File: src/rtl/serie_paralelo_rx_pkg.sv
// Shared phy definitions: receiver FSM states
// and the idle/comma byte used on the serial link.
package serie_paralelo_rx_pkg;

  localparam logic [7:0] COM_BYTE = 8'hBC;

  typedef enum logic [1:0] {
    SEARCH = 2'd0,
    ALIGN  = 2'd1,
    ACTIVE = 2'd2
  } rx_state_t;

endpackage

File: src/rtl/serie_paralelo_rx_com_detect.sv
// Serial-in shift register plus comma comparator.
// The newest bit enters at bit 0.
module com_detect
  import serie_paralelo_rx_pkg::*;
#(
  parameter logic [7:0] COM = COM_BYTE
) (
  input  logic       clk_8f,
  input  logic       reset,
  input  logic       data_inS,
  output logic [7:0] rx_byte,
  output logic       is_com
);

  always_ff @(posedge clk_8f) begin
    if (reset) rx_byte <= '0;
    else       rx_byte <= {rx_byte[6:0], data_inS};
  end

  assign is_com = (rx_byte == COM);

endmodule

File: src/rtl/serie_paralelo_rx.sv
// Serial-to-parallel receiver: comma search, byte alignment,
// lock after LOCK_COUNT commas, then byte delivery.
module serie_paralelo_rx
  import serie_paralelo_rx_pkg::*;
#(
  parameter logic [7:0] COM        = COM_BYTE,
  parameter int         LOCK_COUNT = 4
) (
  input  logic       clk_8f,
  input  logic       reset,
  input  logic       data_inS,
  output logic [7:0] data_outP,
  output logic       valid_out,
  output logic       byte_stb,
  output logic       active
);

  localparam int CW = $clog2(LOCK_COUNT + 1);
  localparam logic [CW-1:0] LOCK_C = CW'(LOCK_COUNT);

  rx_state_t     state;
  logic [2:0]    bit_cnt;
  logic [CW-1:0] com_cnt;
  logic [7:0]    rx_byte;
  logic          is_com;
  logic          boundary;

  com_detect #(
    .COM(COM)
  ) u_com_detect (
    .clk_8f  (clk_8f),
    .reset   (reset),
    .data_inS(data_inS),
    .rx_byte (rx_byte),
    .is_com  (is_com)
  );

  // rx_byte holds a whole aligned byte when the counter wraps
  assign boundary = (bit_cnt == 3'd7);

  always_ff @(posedge clk_8f) begin
    if (reset) begin
      state     <= SEARCH;
      bit_cnt   <= '0;
      com_cnt   <= '0;
      data_outP <= '0;
      valid_out <= 1'b0;
      byte_stb  <= 1'b0;
      active    <= 1'b0;
    end else begin
      byte_stb <= 1'b0;
      unique case (state)
        SEARCH: begin
          if (is_com) begin
            state   <= (LOCK_COUNT <= 1) ? ACTIVE : ALIGN;
            active  <= (LOCK_COUNT <= 1);
            bit_cnt <= '0;
            com_cnt <= CW'(1);
          end
        end
        ALIGN: begin
          bit_cnt <= bit_cnt + 3'd1;
          if (boundary) begin
            if (is_com) begin
              if (com_cnt != LOCK_C)
                com_cnt <= com_cnt + 1'b1;
              if (com_cnt + 1'b1 >= LOCK_C) begin
                state  <= ACTIVE;
                active <= 1'b1;
              end
            end else begin
              state   <= SEARCH;
              com_cnt <= '0;
            end
          end
        end
        ACTIVE: begin
          bit_cnt <= bit_cnt + 3'd1;
          if (boundary) begin
            byte_stb <= 1'b1;
            if (is_com) begin
              valid_out <= 1'b0;
            end else begin
              data_outP <= rx_byte;
              valid_out <= 1'b1;
            end
          end
        end
        default: state <= SEARCH;
      endcase
    end
  end

endmodule
File: config.mk
export PLATFORM = sky130hd
export DESIGN_NAME = serie_paralelo_rx
export DESIGN_NICKNAME = d
export VERILOG_FILES = /design/src/rtl/serie_paralelo_rx_pkg.sv /design/src/rtl/serie_paralelo_rx_com_detect.sv /design/src/rtl/serie_paralelo_rx.sv
export SDC_FILE = /design/constraint.sdc
export NUM_CORES = 1
export LEC_CHECK = 0
export CAP_MARGIN = 15
export CORE_MARGIN = 2
export CORE_UTILIZATION = 54
export CTS_CLUSTER_SIZE = 28
export DETAILED_ROUTE_END_ITERATION = 8
export GPL_ROUTABILITY_DRIVEN = 0
export PLACE_DENSITY = 0.77
export SYNTH_ARGS = -nofsm -noshare
export SYNTH_HDL_FRONTEND = slang
export SYNTH_SLANG_ARGS = --single-unit
File: constraint.sdc
create_clock -name clk_8f -period 2.1 [get_ports clk_8f]
set_input_delay 0.63 -clock clk_8f [delete_from_list [all_inputs] [get_ports clk_8f]]
set_output_delay 0.63 -clock clk_8f [all_outputs]
set_load 0.005 [all_outputs]
# After elaboration in Yosys (flattened, before gate mapping)

Cells that the tools add are included.

Add/subtract/negate cells: 2
Multiply operators: 0
Divide/modulo/power cells: 0
Magnitude comparators: 1
Equal/unequal tests: 11
Shift-type cells: 0
Multiplexer cells: 19
Bitwise operators: 2
Reductions and logical operators: 11

Operator list:

| kind                                                     | number |
|---|---|
| 2-to-1 mux 3 bit                                         | 5 |
| one-hot mux 3 bit (2 select lines)                       | 2 |
| inequality test 3 bit, second input constant             | 3 |
| equality test 8 bit, second input constant               | 1 |
| 2-to-1 mux 2 bit                                         | 4 |
| inequality test 2 bit, second input constant             | 4 |
| AND reduction 4 bit                                      | 2 |
| adder 3 x 1 -> 3 bit, second input constant              | 2 |
| 2-to-1 mux 1 bit                                         | 6 |
| one-hot mux 2 bit (3 select lines)                       | 1 |
| AND reduction 5 bit                                      | 1 |
| AND reduction 2 bit                                      | 2 |
| nonzero test 2 bit                                       | 2 |
| OR reduction 2 bit                                       | 2 |
| equality test 3 bit, second input constant               | 1 |
| greater-or-equal comparator 3 bit, second input constant | 1 |
| AND reduction 3 bit                                      | 1 |
| equality test 2 x 1 -> 1 bit, second input constant      | 1 |
| equality test 2 bit, second input constant               | 1 |
| logical NOT 2 bit                                        | 1 |
| NOT 1 bit                                                | 2 |
| one-hot mux 1 bit (2 select lines)                       | 1 |

Flip-flop bits (word level): 27
Bits in latches: 0
Bits in writable memories: 0
Memory bits (read-only): 0
Word-level logic and storage cells: 54
Memories: 0

# Longest topological paths before layout

Gate-level depths: netlist of the first run.

Depth after elaboration: 6
Mapped depth: 7

# Hierarchy

From an unflattened synthesis of the first run, not the netlist that was laid out.

Cells, all modules: 125
Area total of the unflattened synthesis: 1156.1 um2

By module, submodules not included:

| module            | instances | cells an instance | area each (um2) | sequential area each (um2) |
|---|---|---|---|---|
| serie_paralelo_rx | 1         | 106               | 918.4           | 380.4 |
| com_detect        | 1         | 19                | 237.7           | 160.2 |

# Worst setup path after synthesis of the first run

OpenSTA, ideal clock, no wires.

Path type: register -> register
From: register u_com_detect.rx_byte[6]
To: register com_cnt[2]
Data arrival time: 1.518 ns
Data required time: 1.997 ns
Setup slack: 0.479 ns
Stages on the path, launching flop included: 5
Buffers on the path: 0
Clock period less this slack: 1.621 ns
Cell sequence: dfxtp_1 -> or4b_4 -> o31ai_4 -> a32oi_1 -> a2111oi_2

Cells in the longest elaborated chain, start to end: 4
Elaborated cells on any way between the ends: 7
Those cells by class: eq/ne: 3; mux: 3; reduce/logical: 1

RTL lines:

| what                               | RTL line                           | source |
|---|---|---|
| from (decl)                        | serie_paralelo_rx_com_detect.sv:11 | `output logic [7:0] rx_byte,` |
| from (signal assigned)             | serie_paralelo_rx_com_detect.sv:17 | `else rx_byte <= {rx_byte[6:0], data_inS};` |
| equality test 8 bit (*)            | serie_paralelo_rx_com_detect.sv:20 | `assign is_com = (rx_byte == COM);` |
| 2-to-1 mux 3 bit                   | serie_paralelo_rx.sv:64            | `if (is_com) begin` |
| 2-to-1 mux 3 bit                   | serie_paralelo_rx.sv:63            | `if (boundary) begin` |
| one-hot mux 3 bit (2 select lines) | serie_paralelo_rx.sv:52            | `unique case (state)` |
| to (signal assigned)               | serie_paralelo_rx.sv:66            | `com_cnt <= com_cnt + 1'b1;` |
| to (decl)                          | serie_paralelo_rx.sv:23            | `logic [CW-1:0] com_cnt;` |

Every way passes the cells marked *; elsewhere a longest branch is shown, timed or not. The select of a mux whose other input is x is not followed.
A chain may end at the register's enable or synchronous reset.

# Final worst setup path of the first run

Ends and elaborated chain as after synthesis.

==> results of run 1 <==
==> Yosys cell counts <==
library cell / instances
a2111oi_2: 1
a21boi_0: 1
a21boi_1: 1
a21oi_1: 8
a221oi_1: 1
a311o_1: 2
a311oi_1: 1
a31oi_1: 2
a32oi_1: 1
and3_1: 1
and3b_1: 1
and4_1: 1
buf_2: 1
clkbuf_1: 5
dfxtp_1: 27
ha_1: 7
inv_1: 5
mux2i_1: 9
nand2_1: 6
nand2b_1: 2
nand3_1: 3
nand3b_1: 1
nand4_1: 3
nor2_1: 14
nor2b_1: 9
nor3_1: 1
nor4b_2: 1
o2111ai_1: 1
o21ai_0: 2
o21ai_1: 1
o21ai_2: 1
o21ba_1: 1
o31ai_1: 1
o31ai_4: 1
or4b_4: 1
xnor2_1: 1
==> metrics by stage <==
| stage | setup WS [ns] | hold slack (ns) |
|---|---|---|
| after floorplan | 0.479 | 0.449 |
| after global placement | 0.155 | 0.474 |
| after detailed placement | 0.0977 | 0.478 |
| after CTS | 0.0889 | 0.496 |
| after global routing | 0.0651 | 0.519 |
| final | 0.192 | 0.500 |
==> logic make-up (layout without fill, tap and decap cells) <==
group / after synthesis / after routing / share of synthesized area [%]
AND/OR/NAND/NOR: 44 / 44 / 20.0
multiplexers: 9 / 9 / 7.43
adder cells (fa/ha/maj): 7 / 7 / 7.22
AO/OA/AOI/OAI: 26 / 26 / 16.5
buffers and inverters: 11 / 25 / 3.51
XOR/XNOR: 1 / 1 / 0.723
flip-flops: 27 / 27 / 44.6
==> registers in the layout (all words and copies together), names as in the netlist <==
register	cells
data_outP	8
u_com_detect.rx_byte	8
bit_cnt	3
com_cnt	3
state	2
active	1
byte_stb	1
valid_out	1
==> area by class of cell <==
cell class,count,area [um2],area share (%)
clock buffers,3,22.5,1.60
clock inverters,1,5.00,0.356
inverters,5,18.8,1.33
multi-input cells,87,633,45.0
flip-flops and latches,27,541,38.4
well taps,28,35.0,2.49
repair buffers,16,153,10.8
==> critical path: cells and delay by family (launching register included) <==
kind               cells  cell delay (ns)
DFF                    1             0.37
AOI/OAI and AO/OA      2             0.48
and+or+nand+nor        2             0.97
==> metal layers <==
| layer | GRT usage, % | vias to the layer above |
|---|---|---|
| met4 | 9.21 | 0 |
| met5 | 0 | - |
| li1 | - | 474 |
| met3 | 3.51 | 4 |
| met1 | 23.8 | 440 |
| met2 | 31.8 | 20 |
==> cells in the final DEF (no fill, tap or decap), types with 3 or more instances in the layout <==
cell type / count
clkbuf_4: 3
nand4_1: 3
clkdlybuf4s50_1: 13
nor2_1: 14
inv_1: 5
dfxtp_1: 27
nand3_1: 3
nand2_1: 6
buf_4: 3
nor2b_1: 9
mux2i_1: 9
ha_1: 7
a21oi_1: 7
==> what timing repair did <==
item | 4_1_cts | 5_1_grt
resized for setup | 0 | 1
hold buffers | 0 | 0
setup endpoints to repair | 0 | 8
==> report_power, final <==
part	switching, mW	internal, mW	total [mW]
clock	0.151	0.0714	0.222
sequential	0.00493	0.519	0.524
combinational	0.0477	0.0281	0.0758
total	0.204	0.618	0.822
==> path summary, 6_finish.rpt <==
check	startpoint	end	slack, ns	cells past startpoint
worst min register to register	bit_cnt[2]$_SDFFE_PP0P_	bit_cnt[2]$_SDFFE_PP0P_	0.50	2
worst max register to register	u_com_detect.rx_byte[6]$_SDFF_PP0_	com_cnt[2]$_SDFFE_PP0P_	0.19	4
worst max-delay path	u_com_detect.rx_byte[6]$_SDFF_PP0_	com_cnt[2]$_SDFFE_PP0P_	0.19	4
worst min-delay path	bit_cnt[2]$_SDFFE_PP0P_	bit_cnt[2]$_SDFFE_PP0P_	0.50	2
==> flow_metrics.env, run 1 <==
export IMPL_grt_setup_unrepaired="no"
export IMPL_min_period_over_period_pct=90.9
export IMPL_syn_num_nets=135
export IMPL_antenna_left=0
export IMPL_yosysWarnings=0
export IMPL_die_h_um=51.4
export IMPL_cp_start_kind="flop"
export IMPL_fillerInstances=186
export IMPL_p_leak_nw=0.488
export IMPL_power_total_uw=822
export IMPL_grt_pass1_wl_mm=3.75
export IMPL_grt_max_degree=17
export IMPL_synth_yosys_seq_area_share_pct=44.6
export IMPL_drtIter0Drc=17
export IMPL_drive_gt1_share_pct=9.35
export IMPL_cts_path_max_buffers=2
export IMPL_portBuffers=13
export IMPL_synthCells=125
export IMPL_outcome="finished clean"
export IMPL_synth_seq_cells=27
export IMPL_num_rows=17
export IMPL_power_density_nw_per_um2=584
export IMPL_start_util_pct=55.9
export IMPL_ioPinCount=14
export IMPL_maxCapViolations=0
export IMPL_cts_root_buf="clkbuf_4"
export IMPL_yosysUniqueCellTypes=36
export IMPL_place_area_um2=1380
export IMPL_critPathMaxStageDelay_ns=0.59
export IMPL_slew_viol_final=0
export IMPL_coreArea_um2=2170
export IMPL_cp_data_required_time_ns=2.34
export IMPL_cts_setup_buffers=0
export IMPL_viasPerCell=5.62
export IMPL_place_inst=163
export IMPL_crit_slowest_cell="or4b_4"
export IMPL_via_count=938
export IMPL_crit_chain="or4b_4 > nor2_1 > a32oi_1 > a2111oi_2"
export IMPL_crit_type="flop to flop"
export IMPL_drtPass1Iterations=4
export IMPL_syn_area_per_cell_um2=9.70
export IMPL_routed_wl_met3_um=70
export IMPL_fin_cells=167
export IMPL_worstPathArrival_ns=2.15
export IMPL_peakVddDrop_mv=0.412
export IMPL_finalSetupViolCount=0
export IMPL_num_antenna_cells=0
export IMPL_fmaxAchievable_ghz=0.524
export IMPL_drc_errors=0
export IMPL_h_tree_depth=1
export IMPL_clk_insertion_delay_late_ns=0.32
export IMPL_clock_skew_ns=0.00836
export IMPL_cts_tree="done"
export IMPL_routed_wl_mm=2.23
export IMPL_utilization_pct=64.9
export IMPL_finalHoldViolCount=0
export IMPL_fin_crit_ns=1.91
export IMPL_numCtsBuffers=3
export IMPL_area_growth_pct=16.1
export IMPL_met2WireLength_mm=1.10
export IMPL_die_area_um2=2640
export IMPL_clock_sinks=27
export IMPL_die_x_um=51.4
export IMPL_synth_area_um2=1210
export IMPL_antenna_found_initial=0
export IMPL_end_kind="flop"
export IMPL_grtUsageTotal_pct=19.2
export IMPL_finalInstanceArea_um2=1410
export IMPL_nets=150
export IMPL_dpl_hpwl_mm=1.69
export IMPL_setup_tns_ns=0
export IMPL_worst_slew_pin_slew_ns=0.624
export IMPL_hold_class="flop to flop"
export IMPL_routed_top_layer="met4"
export IMPL_netlist_top_cells_area="dfxtp_1, mux2i_1, ha_1"
export IMPL_grt_overflow=0
export IMPL_cp_max_fo=5
export IMPL_synth_top_area_share_pct=44.6
export IMPL_met1_length_mm=1.02
export IMPL_yosysTopAreaCell="dfxtp_1"
export IMPL_grt_pass1_vias=858
export IMPL_wire_per_inst_um=13.4
export IMPL_clkSlewWorstSetupHoldPaths_ns=0.15
export IMPL_relSlewSlack_pct=58.3
No activity file was read; power rests on OpenSTA's default activity.
==> run 2: changes to the inputs <==
==> constraint.sdc (replaced) <==
create_clock -name clk_8f -period 2.1 [get_ports clk_8f]
set_input_delay 0.42 -clock clk_8f [delete_from_list [all_inputs] [get_ports clk_8f]]
set_output_delay 0.42 -clock clk_8f [all_outputs]
set_load 0.005 [all_outputs]
==> run 2 against run 1 <==
- global-route usage up 0.56 points
- first-iteration DRC count down 82%
- clock power down 5%
- largest cell class unchanged
- combinational power down 2.9%
- die area unchanged
- via count down 2.1%
- fmax up 2.2%
- critical path depth unchanged
- largest power group unchanged
- flip-flop and latch count unchanged
- sequential power about the same
- utilization down 0.69 points
==> flow_metrics.env, run 2 (same netlist as run 1, synthesis figures left out) <==
export IMPL_outcome="finished clean"
export IMPL_drc_errors=0
export IMPL_die_h_um=51.4
export IMPL_routed_wl_mm=2.18
export IMPL_worstPathArrival_ns=2.06
export IMPL_num_rows=17
export IMPL_wire_per_inst_um=13.2
export IMPL_p_leak_nw=0.478
export IMPL_fillerInstances=197
export IMPL_cts_path_max_buffers=2
export IMPL_viasPerCell=5.56
export IMPL_end_kind="flop"
export IMPL_grt_overflow=0
export IMPL_startpoint="u_com_detect.rx_byte[6]$_SDFF_PP0_"
export IMPL_area_growth_pct=14.9
export IMPL_drtPass1Iterations=4
export IMPL_via_count=918
export IMPL_clk_insertion_delay_late_ns=0.31
export IMPL_fin_cells=165
export IMPL_portBuffers=13
export IMPL_grt_max_degree=20
export IMPL_clkSlewWorstSetupHoldPaths_ns=0.14
export IMPL_grtUsageTotal_pct=19.7
export IMPL_grt_pass1_vias=908
export IMPL_clock_skew_ns=0.00267
export IMPL_h_tree_depth=1
export IMPL_start_util_pct=55.9
export IMPL_critPathMaxStageDelay_ns=0.61
export IMPL_min_period_over_period_pct=89.0
export IMPL_die_area_um2=2640
export IMPL_finalSetupViolCount=0
export IMPL_num_antenna_cells=0
export IMPL_coreArea_um2=2170
export IMPL_cts_setup_buffers=0
export IMPL_nets=148
export IMPL_hold_class="flop to flop"
export IMPL_place_inst=161
export IMPL_antenna_found_initial=0
export IMPL_critical_path_endpoint="com_cnt[0]$_SDFFE_PP0P_"
export IMPL_rrSetupSlack_ns=0.23
export IMPL_postCtsResizedCells=0
export IMPL_peakVddDrop_mv=0.458
export IMPL_ioPinCount=14
export IMPL_dpl_hpwl_mm=1.67
export IMPL_antenna_left=0
export IMPL_relSlewSlack_pct=58.1
export IMPL_finalHoldViolCount=0
export IMPL_fmaxAchievable_ghz=0.535
export IMPL_fin_crit_ns=1.87
export IMPL_worst_slew_pin_slew_ns=0.627
export IMPL_final_cell_mix="dfxtp_1, nor2_1, clkdlybuf4s50_1"
export IMPL_cp_data_required_time_ns=2.29
export IMPL_cts_root_buf="clkbuf_4"
export IMPL_power_total_uw=808
export IMPL_setup_ws_ns=0.232
export IMPL_grt_pass1_wl_mm=3.93
export IMPL_dp_slack_ns=0.0475
export IMPL_layout_cells_most_common="dfxtp_1"
export IMPL_largestRegisters="data_outP: 8 flops, u_com_detect.rx_byte: 8 flops"
export IMPL_slew_viol_final=0
export IMPL_drive_gt1_share_pct=8.03
export IMPL_power_density_nw_per_um2=580
export IMPL_r2r_end="com_cnt[0]$_SDFFE_PP0P_"
export IMPL_drtIter0Drc=3
export IMPL_worstRegToRegCells=4
export IMPL_utilization_pct=64.2
export IMPL_grt_setup_unrepaired="no"
export IMPL_cp_max_fo=6
export IMPL_cts_tree="done"
export IMPL_die_x_um=51.4
export IMPL_numCtsBuffers=3
export IMPL_maxCapViolations=0
export IMPL_clock_sinks=27
export IMPL_cp_start_kind="flop"
export IMPL_crit_slowest_cell="nor4b_2"
export IMPL_rr_startpoint="u_com_detect.rx_byte[6]$_SDFF_PP0_"
export IMPL_postCtsHoldBufs=0
export IMPL_setup_tns_ns=0
export IMPL_crit_type="flop to flop"
export IMPL_crit_chain="nor4b_2 > o2111ai_1 > a221oi_1 > a311oi_1"
[run 2: changes by cell type in the layout (fill, tap and decap cells not counted)]
cell | before | now
buf_4 | 3 | 1
[run 2: worst max-delay path: cells and delay by family (launching register included)]
| family | cells | cell delay, ns |
|---|---|---|
| compound gates | 3 | 0.77 |
| simple gates | 1 | 0.61 |
| flops | 1 | 0.37 |
[run 2: how the worst min path moves through the flow]
stage | endpoint | cells after the start | slack, ns | from
after floorplan | bit_cnt[2]$_SDFFE_PP0P_ | 2 | 0.45 | bit_cnt[2]$_SDFFE_PP0P_
after CTS | bit_cnt[2]$_SDFFE_PP0P_ | 2 | 0.50 | bit_cnt[2]$_SDFFE_PP0P_
after global routing | u_com_detect.rx_byte[5]$_SDFF_PP0_ | 1 | 0.52 | u_com_detect.rx_byte[4]$_SDFF_PP0_
after global placement | bit_cnt[2]$_SDFFE_PP0P_ | 2 | 0.47 | bit_cnt[2]$_SDFFE_PP0P_
final | bit_cnt[2]$_SDFFE_PP0P_ | 2 | 0.49 | bit_cnt[2]$_SDFFE_PP0P_
after detailed placement | bit_cnt[2]$_SDFFE_PP0P_ | 2 | 0.48 | bit_cnt[2]$_SDFFE_PP0P_
[run 2: where the power goes]
group / total, mW / internal (mW) / leakage, nW / switching [mW]
sequential: 0.524 / 0.519 / 0.218 / 0.00509
clock: 0.211 / 0.0711 / 0.0177 / 0.140
combinational: 0.0736 / 0.0270 / 0.242 / 0.0466
total: 0.808 / 0.617 / 0.478 / 0.192
[run 2: cell type report]
cell class	instances	area, um2	share of cell area (%)
inverters	5	18.8	1.35
well taps	28	35.0	2.52
flip-flops and latches	27	541	38.8
clock buffers	3	22.5	1.62
clock inverters	1	5.00	0.359
multi-input cells	87	633	45.5
repair buffers	14	138	9.88
[run 2: metal layers]
layer | GRT usage [%] | routed length [um]
met1 | 23.5 | 993
met2 | 35.0 | 1110
met3 | 3.80 | 54
met4 | 6.58 | 17
met5 | 0 | 0
[run 2: through the flow]
stage                     cell area [um2]  hold slack, ns
final                                1390           0.494
after CTS                            1390           0.497
after global placement               1360           0.472
after global routing                 1390           0.524
after detailed placement             1360           0.479
after floorplan                      1210           0.449
==> run 3: changes to the inputs <==
PLACE_DENSITY = 0.82   (was 0.77)
==> run 3 against run 2 <==
- power shrank 0.49%
- non-clock buffer count is the same
- cell count is the same
- critical endpoint is now com_cnt[2]$_SDFFE_PP0P_
- largest power group unchanged
==> flow_metrics.env, run 3 (same netlist as run 1, synthesis figures left out) <==
export IMPL_outcome="finished clean"
export IMPL_maxCapViolations=0
export IMPL_worst_slew_pin_slew_ns=0.617
export IMPL_drtPass1Iterations=4
export IMPL_drc_errors=0
export IMPL_crit_chain="or4b_4 > nor2_1 > a32oi_1 > a2111oi_2"
export IMPL_power_frac_clock_pct=25.6
export IMPL_crit_slowest_cell="or4b_4"
export IMPL_fin_crit_ns=1.87
export IMPL_cts_tree="done"
export IMPL_largestRegisters="data_outP: 8 flops, u_com_detect.rx_byte: 8 flops"
export IMPL_grt_setup_unrepaired="no"
export IMPL_ioPinCount=14
export IMPL_worstPathArrival_ns=2.08
export IMPL_combPwrFrac_pct=9.3
export IMPL_wire_per_inst_um=14.1
export IMPL_relSlewSlack_pct=58.9
export IMPL_num_antenna_cells=0
export IMPL_worstRegToRegCells=4
export IMPL_crit_type="flop to flop"
export IMPL_cp_data_required_time_ns=2.31
export IMPL_drtIter0Drc=19
export IMPL_portBuffers=13
export IMPL_clock_skew_ns=0.00736
export IMPL_met2_usage_pct=35.9
export IMPL_nets=148
export IMPL_slew_viol_final=0
export IMPL_grt_pass1_vias=915
export IMPL_drive_gt1_share_pct=7.30
export IMPL_cts_root_buf="clkbuf_4"
export IMPL_grt_met3_usage_pct=3.80
export IMPL_fmaxAchievable_ghz=0.534
export IMPL_num_rows=17
export IMPL_power_total_uw=804
export IMPL_peakVddDrop_mv=0.347
export IMPL_numCtsBuffers=3
export IMPL_grt_pass1_wl_mm=4.01
export IMPL_p_leak_nw=0.475
export IMPL_hold_path_depth=2
export IMPL_antenna_found_initial=0
export IMPL_clk_insertion_delay_late_ns=0.30
export IMPL_finalSetupViolCount=0
export IMPL_coreArea_um2=2170
export IMPL_internal_power_uw=620
export IMPL_seqPwrFrac_pct=65.1
export IMPL_end_kind="flop"
export IMPL_critPathMaxStageDelay_ns=0.59
export IMPL_cp_start_kind="flop"
export IMPL_switchingPower_uw=185
export IMPL_hold_class="flop to flop"
export IMPL_die_area_um2=2640
export IMPL_cts_path_max_buffers=2
export IMPL_cp_max_fo=5
export IMPL_min_period_over_period_pct=89.2
export IMPL_layout_cells_most_common="dfxtp_1"
export IMPL_grt_overflow=0
export IMPL_via_count=955
export IMPL_grtUsageTotal_pct=20.0
export IMPL_power_density_nw_per_um2=578
export IMPL_grt_max_degree=20
export IMPL_switching_share_pct=23.0
export IMPL_area_growth_pct=14.8
export IMPL_viasPerCell=5.79
export IMPL_die_h_um=51.4
export IMPL_met1_usage_pct=24.5
export IMPL_fin_cells=165
export IMPL_setup_tns_ns=0
export IMPL_finalInstanceArea_um2=1390
export IMPL_h_tree_depth=1
export IMPL_place_area_um2=1360
export IMPL_routed_wl_mm=2.32
export IMPL_die_x_um=51.4
export IMPL_clock_sinks=27
export IMPL_utilization_pct=64.1
export IMPL_dpl_hpwl_mm=1.64
export IMPL_place_inst=161
export IMPL_final_cell_mix="dfxtp_1, nor2_1, clkdlybuf4s50_1"
export IMPL_start_util_pct=55.9
export IMPL_clkSlewWorstSetupHoldPaths_ns=0.13
export IMPL_finalHoldViolCount=0
export IMPL_globalRoute_busiestLayer="met2"
export IMPL_antenna_left=0
==> run 3: cell count changes in the layout (fill, tap and decap cells not counted) <==
cell / change
clkbuf_1: +1
clkinv_2: -1
==> run 3: final timing paths <==
kind	start	to	slack, ns
max	u_com_detect.rx_byte[6]$_SDFF_PP0_	com_cnt[2]$_SDFFE_PP0P_	0.23
min	bit_cnt[1]$_SDFFE_PP0P_	bit_cnt[1]$_SDFFE_PP0P_	0.50
max reg2reg	u_com_detect.rx_byte[6]$_SDFF_PP0_	com_cnt[2]$_SDFFE_PP0P_	0.23
min reg2reg	bit_cnt[1]$_SDFFE_PP0P_	bit_cnt[1]$_SDFFE_PP0P_	0.50
==> run 3: power by group through the flow <==
stage	registers [mW]	clock network (mW)	logic [mW]
after detailed placement	0.535	0	0.0726
after global placement	0.535	0	0.0706
after floorplan	0.534	0	0.0560
after CTS	0.524	0.219	0.0728
after global routing	0.525	0.238	0.0847
final	0.524	0.206	0.0751
==> run 3: critical path: cells and delay by family, from the launching register on <==
| kind | cells | cell delay, ns |
|---|---|---|
| and+or+nand+nor | 2 | 0.91 |
| AOI/OAI and AO/OA | 2 | 0.49 |
| DFF | 1 | 0.37 |
==> run 3: routing by layer <==
layer,wire length [um],vias to the layer above
li1,-,465
met1,987,458
met2,1220,30
met3,98,2
met4,17,0
met5,0,-
==> run 3: area by class of cell <==
| type | count | area, um2 |
|---|---|---|
| multi-input combinational | 87 | 633 |
| tap | 28 | 35.0 |
| fill | 196 | 778 |
| sequential | 27 | 541 |
| inverter | 5 | 18.8 |
| timing repair buffer | 14 | 138 |
| clock buffer | 4 | 26.3 |
==> run 3: metrics by stage <==
step	setup WS, ns	hold WS, ns
after floorplan	0.479	0.449
after global placement	0.123	0.471
after detailed placement	0.0563	0.479
after CTS	0.0373	0.498
after global routing	0.156	0.525
final	0.227	0.500
==> run 3: timing repair <==
| item | in CTS | in global routing |
|---|---|---|
| setup endpoints to repair | 0 | 8 |
| gates resized for setup | 0 | 1 |
| hold buffers | 0 | 0 |
| buffers inserted | 0 | 0 |
